### src/rtl/muldiv_seq.sv
// Iterative RV32M multiply/divide sequencer for the EX stage.
// Radix-2 engine: shift-add multiply and restoring divide, one bit per
// cycle over unsigned magnitudes, with the sign applied in a FIX cycle.
// Division by zero and signed overflow complete through a one-cycle fast path.
module muldiv_seq #(
  parameter int RegBusWidth = 32,
  parameter int CntWidth    = 6
) (
  input  logic                   clk,
  input  logic                   rstn,
  input  logic                   start_i,
  input  logic [2:0]             op_i,
  input  logic [RegBusWidth-1:0] rs1_i,
  input  logic [RegBusWidth-1:0] rs2_i,
  input  logic                   flush_i,
  output logic [RegBusWidth-1:0] result_o,
  output logic                   done_o,
  output logic                   busy_o,
  output logic                   stallreq_o
);

  localparam int W = RegBusWidth;

  typedef enum logic [1:0] {IDLE, CALC, FIX, DONE} state_t;

  state_t              state, state_nxt;
  logic [2:0]          op_q;
  logic [W-1:0]        a_mag, b_mag;
  logic                neg_q;
  logic [CntWidth-1:0] cnt;
  logic [2*W-1:0]      prod;
  logic [W:0]          rem;
  logic [W-1:0]        quo;

  // Operand decode for the start cycle
  logic         rs1_sgn, rs2_sgn, s1, s2, sign_in;
  logic [W-1:0] mag1, mag2;
  logic         div_zero, div_ovf, fast, go;
  logic [W-1:0] fast_res;

  // Funct3 signedness, magnitudes, result sign and fast-path detection
  always_comb begin
    rs1_sgn  = op_i[2] ? ~op_i[0] : (op_i != 3'd3);
    rs2_sgn  = op_i[2] ? ~op_i[0] : ~op_i[1];
    s1       = rs1_sgn & rs1_i[W-1];
    s2       = rs2_sgn & rs2_i[W-1];
    mag1     = s1 ? -rs1_i : rs1_i;
    mag2     = s2 ? -rs2_i : rs2_i;
    // remainder takes the dividend's sign; everything else the xor
    sign_in  = (op_i[2] & op_i[1]) ? s1 : (s1 ^ s2);
    div_zero = op_i[2] & (rs2_i == '0);
    div_ovf  = op_i[2] & ~op_i[0] & (rs1_i == {1'b1, {(W-1){1'b0}}}) & (&rs2_i);
    fast     = div_zero | div_ovf;
    if (div_zero) fast_res = op_i[1] ? rs1_i : '1;
    else          fast_res = op_i[1] ? '0 : {1'b1, {(W-1){1'b0}}};
    go       = (state == IDLE) & start_i & ~flush_i;
  end

  // One iteration of the multiply and divide engines
  logic [W:0]   mul_sum;
  logic [2*W-1:0] prod_step;
  logic [W:0]   rem_sh;
  logic [W+1:0] rem_diff;
  logic         q_bit;

  always_comb begin
    mul_sum   = {1'b0, prod[2*W-1:W]} + (prod[0] ? {1'b0, a_mag} : '0);
    prod_step = {mul_sum, prod[W-1:1]};
    rem_sh    = (rem << 1) | {{W{1'b0}}, quo[W-1]};
    rem_diff  = {1'b0, rem_sh} - {2'b0, b_mag};
    q_bit     = ~rem_diff[W+1];
  end

  // Sign correction and result select for the FIX cycle
  logic [2*W-1:0] prod_s;
  logic [W-1:0]   quo_s, rem_s, fix_res;

  always_comb begin
    prod_s = neg_q ? -prod : prod;
    quo_s  = neg_q ? -quo : quo;
    rem_s  = neg_q ? -rem[W-1:0] : rem[W-1:0];
    case (op_q)
      3'd0:          fix_res = prod_s[W-1:0];
      3'd1, 3'd2, 3'd3: fix_res = prod_s[2*W-1:W];
      3'd4, 3'd5:    fix_res = quo_s;
      default:       fix_res = rem_s;
    endcase
  end

  // State register
  always_ff @(posedge clk or negedge rstn) begin
    if (!rstn) state <= IDLE;
    else       state <= state_nxt;
  end

  // Next state and status outputs; flush overrides everything
  always_comb begin
    state_nxt  = state;
    busy_o     = (state != IDLE);
    done_o     = (state == DONE);
    stallreq_o = go | (state == CALC) | (state == FIX);
    case (state)
      IDLE: if (go) state_nxt = fast ? DONE : CALC;
      CALC: if (cnt == CntWidth'(W-1)) state_nxt = FIX;
      FIX:  state_nxt = DONE;
      DONE: state_nxt = IDLE;
      default: state_nxt = IDLE;
    endcase
    if (flush_i) state_nxt = IDLE;
  end

  // Operand latch, iteration datapath and result register
  always_ff @(posedge clk or negedge rstn) begin
    if (!rstn) begin
      op_q     <= '0;
      a_mag    <= '0;
      b_mag    <= '0;
      neg_q    <= 1'b0;
      cnt      <= '0;
      prod     <= '0;
      rem      <= '0;
      quo      <= '0;
      result_o <= '0;
    end else begin
      if (go) begin
        op_q  <= op_i;
        a_mag <= mag1;
        b_mag <= mag2;
        neg_q <= sign_in;
        cnt   <= '0;
        prod  <= {{W{1'b0}}, mag2};
        quo   <= mag1;
        rem   <= '0;
        if (fast) result_o <= fast_res;
      end else if (state == CALC && !flush_i) begin
        cnt <= cnt + 1'b1;
        if (op_q[2]) begin
          rem <= q_bit ? rem_diff[W:0] : rem_sh;
          quo <= {quo[W-2:0], q_bit};
        end else begin
          prod <= prod_step;
        end
      end else if (state == FIX && !flush_i) begin
        result_o <= fix_res;
      end
    end
  end

endmodule

### config.mk
export PLATFORM = sky130hd
export DESIGN_NAME = muldiv_seq
export DESIGN_NICKNAME = d
export VERILOG_FILES = /design/src/rtl/muldiv_seq.sv
export SDC_FILE = /design/constraint.sdc
export NUM_CORES = 1
export LEC_CHECK = 0
export CAP_MARGIN = 10
export CORE_MARGIN = 2
export CORE_UTILIZATION = 65
export CTS_BUF_LIST = sky130_fd_sc_hd__clkbuf_8
export CTS_CLUSTER_SIZE = 10
export DETAILED_ROUTE_END_ITERATION = 6
export PLACE_DENSITY_LB_ADDON = 0.1
export SLEW_MARGIN = 20
export SYNTH_ARGS = -nofsm -noshare
export SYNTH_HDL_FRONTEND = slang
export SYNTH_SLANG_ARGS = --single-unit
### constraint.sdc
create_clock -name clk -period 8.6 [get_ports clk]
set_input_delay 1.29 -clock clk [delete_from_list [all_inputs] [get_ports clk]]
set_output_delay 1.29 -clock clk [all_outputs]
set_load 0.02 [all_outputs]
# After elaboration in Yosys (flattened, before gate mapping)
# Index checks and enable logic that the tools add are counted.
# classes
addsub	8
n_eq_ne	16
n_mux	34
bitwise_logic	18
reduce_logical	17
# ops
cell	count
$mux W32	19
$mux W64	4
$neg A32 Y32	4
$pmux W32 S3	1
$neg A64 Y64	1
$sub A33 B32 Y34	1
$add A32 B32 Y33	1
$or A33 B1 Y33	1
$eq A32 B32 Y1 const B	1
$logic_not A32 Y1	1
$reduce_and A32 Y1	1
$mux W6	2
$and A1 B1 Y1	9
$mux W2	4
$pmux W2 S4	1
$reduce_bool A2 Y1	4
$add A6 B1 Y6 const B	1
$eq A3 B2 Y1 const B	2
$eq A3 B3 Y1 const B	2
$eq A6 B5 Y1 const B	1
$ne A3 B2 Y1 const B	2
$reduce_and A2 Y1	3
$eq A2 B2 Y1 const B	2
$ne A2 B2 Y1 const B	2
other kinds (15)	23
# word_totals
regBits	236
inputBits	71
output_inout_bits	35
wordCells	103

# Longest topological paths before layout
# logic_depth
depth_word	9
mapped_depth	13
depth_no_buf	13

# Least setup slack after synthesis
# Ideal clock, no wire load.
# synth_timing
path_kind	input port to output port
start	input port flush_i
end	output port stallreq_o
arrival_ns	2.655
t_required_ns	7.310
path_slack_ns	4.655
path_stages	5
path_buffers	3
cell_sequence	nor3b_1 -> clkbuf_1 -> clkbuf_1 -> buf_1 -> or3_1
# synth_between
elab_chain_len	4
# synth_rtl
element	line_no	rtl
from (decl)	15	input logic flush_i,
$not A1 Y1	56	go = (state == IDLE) & start_i & ~flush_i;
$and A1 B1 Y1	56	
$or A1 B1 Y1 (2 in series)	101	stallreq_o = go | (state == CALC) | (state == FIX);
to (decl)	19	output logic stallreq_o
# No other way between the ends.

# Worst setup path after layout
# Same ends and word-level chain as after synthesis.

==> results.toml <==
[yosys]
synth_area_mm2 = 0.01833
synth-edff-count = 0
ys_ff_latch = 236
synth_cell_type_count = 75
synth_nets = 2404
synthCells = 2255
synthFlopType = "dfrtp_1"
synth_area_per_cell_um2 = 8.128
async_flop_share_pct = 100.0
yosysSeqAreaShare_pct = 32.22
ys_warn_count = 0

[clock_tree]
clockBufferDepth = 3
cts_sinks = 236
cts_resized = 0
insertion_delay_ns = 0.57
cts_tree = "done"
cts_buffers = 44
cts_root_buf = "clkbuf_8"
cts-hold-fix-buffers = 0
cts_post_setup_buffers_inserted = 0
htreeDepth = 2
clkTransAtPathRegs_ns = 0.05

[timing]
finClkSkew_ns = 0.02852
fmax_mhz = 200.5
setup_ws_ns = 3.612
rsz0062_at_grt = "false"
worstMarginPinSlew_ns = 1.150
final.setup.tns_ns = 0
relSlewSlack_pct = 23.26
setup_viol = 0
hold_viol = 0
period_share_pct = 57.99
final_max_slew_viol_count = 0
finalCriticalPeriod_ns = 4.988

[worst_hold_path]
hp-start = "result_o[2]"
hp-class = "flop to flop"

[status]
status = "finished clean"

[floorplanning]
die_w_um = 171.9
core-area_mm2 = 0.02778
start_util_pct = 65.97
io_pins = 106
die-area_mm2 = 0.02956
dieHeight_um = 171.9
fp-row-count = 61

[route]
ant_nets = 0
post_drt_wl_per_cell_um = 22.87
routed_via_density = 6.846
drt_iter0_markers = 2513
route.vias.total = 18460
dr.pass1.iters = 6
wl_um = 61650
remaining_drc_errors = 0

[power_and_ir_drop]
p_total_w = 0.007378
powerDensity_mw_per_mm2 = 361.2
leakagePower_nw = 8.752
ir_worst_vdd_v = 0.0002025

[global_route]
antenna_found_initial = 0
grt_pass1_vias = 16980
grt_start_max_net_pins = 123
grt-ovfl-total = 0
grt_pass1_wl_um = 94990
grt_util_all_layers_pct = 41.60

[placement]
dpl.hpwl_um = 44210
routabilityCongestion = 1.004
place_ws_ns = 3.633
io_buffers = 105
postPlaceCellArea_mm2 = 0.01954

[critical_path]
cp.arrival_ns = 3.70
crit_start = "flush_i"
rr_startpoint = "prod[0]"
crit_fanout = 104
critPathKind = "input pin to output port"
startpoint_type = "input pin"
crit_required_ns = 7.31
endpoint_kind = "output port"

[finish]
n_antenna_cell = 0
drive_above_1_share_pct = 5.047
area_growth_syn_to_layout_pct = 11.43
nets = 2436
fin_area_mm2 = 0.02042

[run]
drv_cap = 0
==> report_power, final <==
group / internal (W) / switching (W) / total [W]
Sequential: 0.00155 / 0.000730 / 0.00228
Clock: 0.000581 / 0.000502 / 0.00108
Combinational: 0.00167 / 0.00235 / 0.00402
==> cells in the mapped netlist, types with 6 or more instances <==
cell	instances	area, um2
o41ai_1	20	175.2
o21ai_0	223	1116
nor4_1	13	81.33
dfrtp_1	236	5906
a222oi_1	6	60.06
a21oi_1	207	1036
mux2i_1	32	320.3
nor3_1	41	205.2
a211oi_1	24	180.2
o211ai_1	38	285.3
inv_1	66	247.7
o221ai_1	12	105.1
o21bai_1	12	90.09
nand2b_1	21	131.4
a21boi_0	28	210.2
a22o_1	30	262.8
nor2_1	136	510.5
xor2_1	98	858.3
xnor2_1	124	1086
or4_1	24	180.2
a221oi_1	15	131.4
clkbuf_1	117	439.2
o31ai_1	40	300.3
a31oi_1	16	100.1
o22ai_1	10	62.56
a21o_1	34	255.2
nor2b_1	6	37.54
or2_2	8	50.05
nor3b_1	6	45.04
ha_1	76	950.9
nand2_1	265	994.7
and3_1	49	306.5
nand4_1	26	162.7
buf_1	15	56.30
nand3_1	31	155.2
or3_1	22	137.6
and2_1	41	256.5
o21a_1	15	112.6
==> cells by family after synthesis <==
group | Yosys count | synth area share [%]
buffers and inverters | 201 | 4.137
AO/OA/AOI/OAI | 762 | 26.17
adder cells (fa/ha/maj) | 78 | 5.407
XOR/XNOR | 222 | 10.61
flip-flops | 236 | 32.22
AND/OR/NAND/NOR | 721 | 19.52
multiplexers | 35 | 1.932
==> through the flow <==
step / std cells / utilization (%) / hold WS, ns
2_1_floorplan: 2255 / - / 0.4381
3_3_place_gp: 2618 / 70.32 / 0.4544
3_5_place_dp: 2618 / 70.32 / 0.4703
4_1_cts: 2695 / 73.41 / 0.4827
5_1_grt: 2696 / 73.51 / 0.5062
6_report: 2696 / 73.51 / 0.4834
==> metal layers <==
layer  global-route usage (%)  vias up  wire, um  part of all wire [%]
li1                         -     8259         -                     -
met3                    10.96      212      7317                    12
met5                        0        -         0                     0
met4                    15.93        0      2824                   4.6
met2                    62.56     1184     26110                    42
met1                    57.59     8801     25390                    41
==> cell type report <==
| cell class | count | area, um2 |
|---|---|---|
| sequential | 236 | 5907 |
| clock inverter | 21 | 90.09 |
| multi-input combinational | 1818 | 11730 |
| fill | 2194 | 7358 |
| tap | 378 | 473.0 |
| timing repair buffer | 121 | 1209 |
| inverter | 66 | 247.7 |
| clock buffer | 56 | 770.7 |
==> state kept, by name (all words and copies together) (netlist names) <==
register / flops
prod: 64
a_mag: 32
op_q: 3
b_mag: 32
quo: 32
neg_q: 1
state: 2
cnt: 6
rem: 32
result_o: 32
==> critical path, stage by stage <==
cell and delay, ns:
clkdlybuf4s50_1 0.55, nor3b_2 0.22, buf_4 0.80, or3_1 0.22, clkdlybuf4s50_1 0.61
==> cell usage in the layout (no fill, tap or decap), drive strengths merged, types with 38 or more instances in the layout <==
cell type | synthesis | final
o31ai | 40 | 40
dfrtp | 236 | 236
nor2 | 136 | 136
nor3 | 44 | 44
nand2 | 265 | 265
and3 | 49 | 49
and2 | 41 | 41
clkbuf | 119 | 56
o21ai | 223 | 223
clkdlybuf4s50 | 0 | 104
a21oi | 207 | 207
inv | 66 | 82
xnor2 | 124 | 124
ha | 76 | 76
o211ai | 38 | 38
xor2 | 98 | 98
==> path summary, 6_finish.rpt <==
check / to / slack, ns / depth (start not counted)
worst max-delay path: stallreq_o / 3.61 / 5
worst min-delay path: result_o[2] / 0.48 / 2
worst max register to register: result_o[28] / 4.19 / 11
worst min register to register: result_o[2] / 0.48 / 2
max in group asynchronous: neg_q / 6.62 / 2
min in group asynchronous: b_mag[9] / 0.75 / 1
Note: power is estimated with default switching activity, not from simulation.
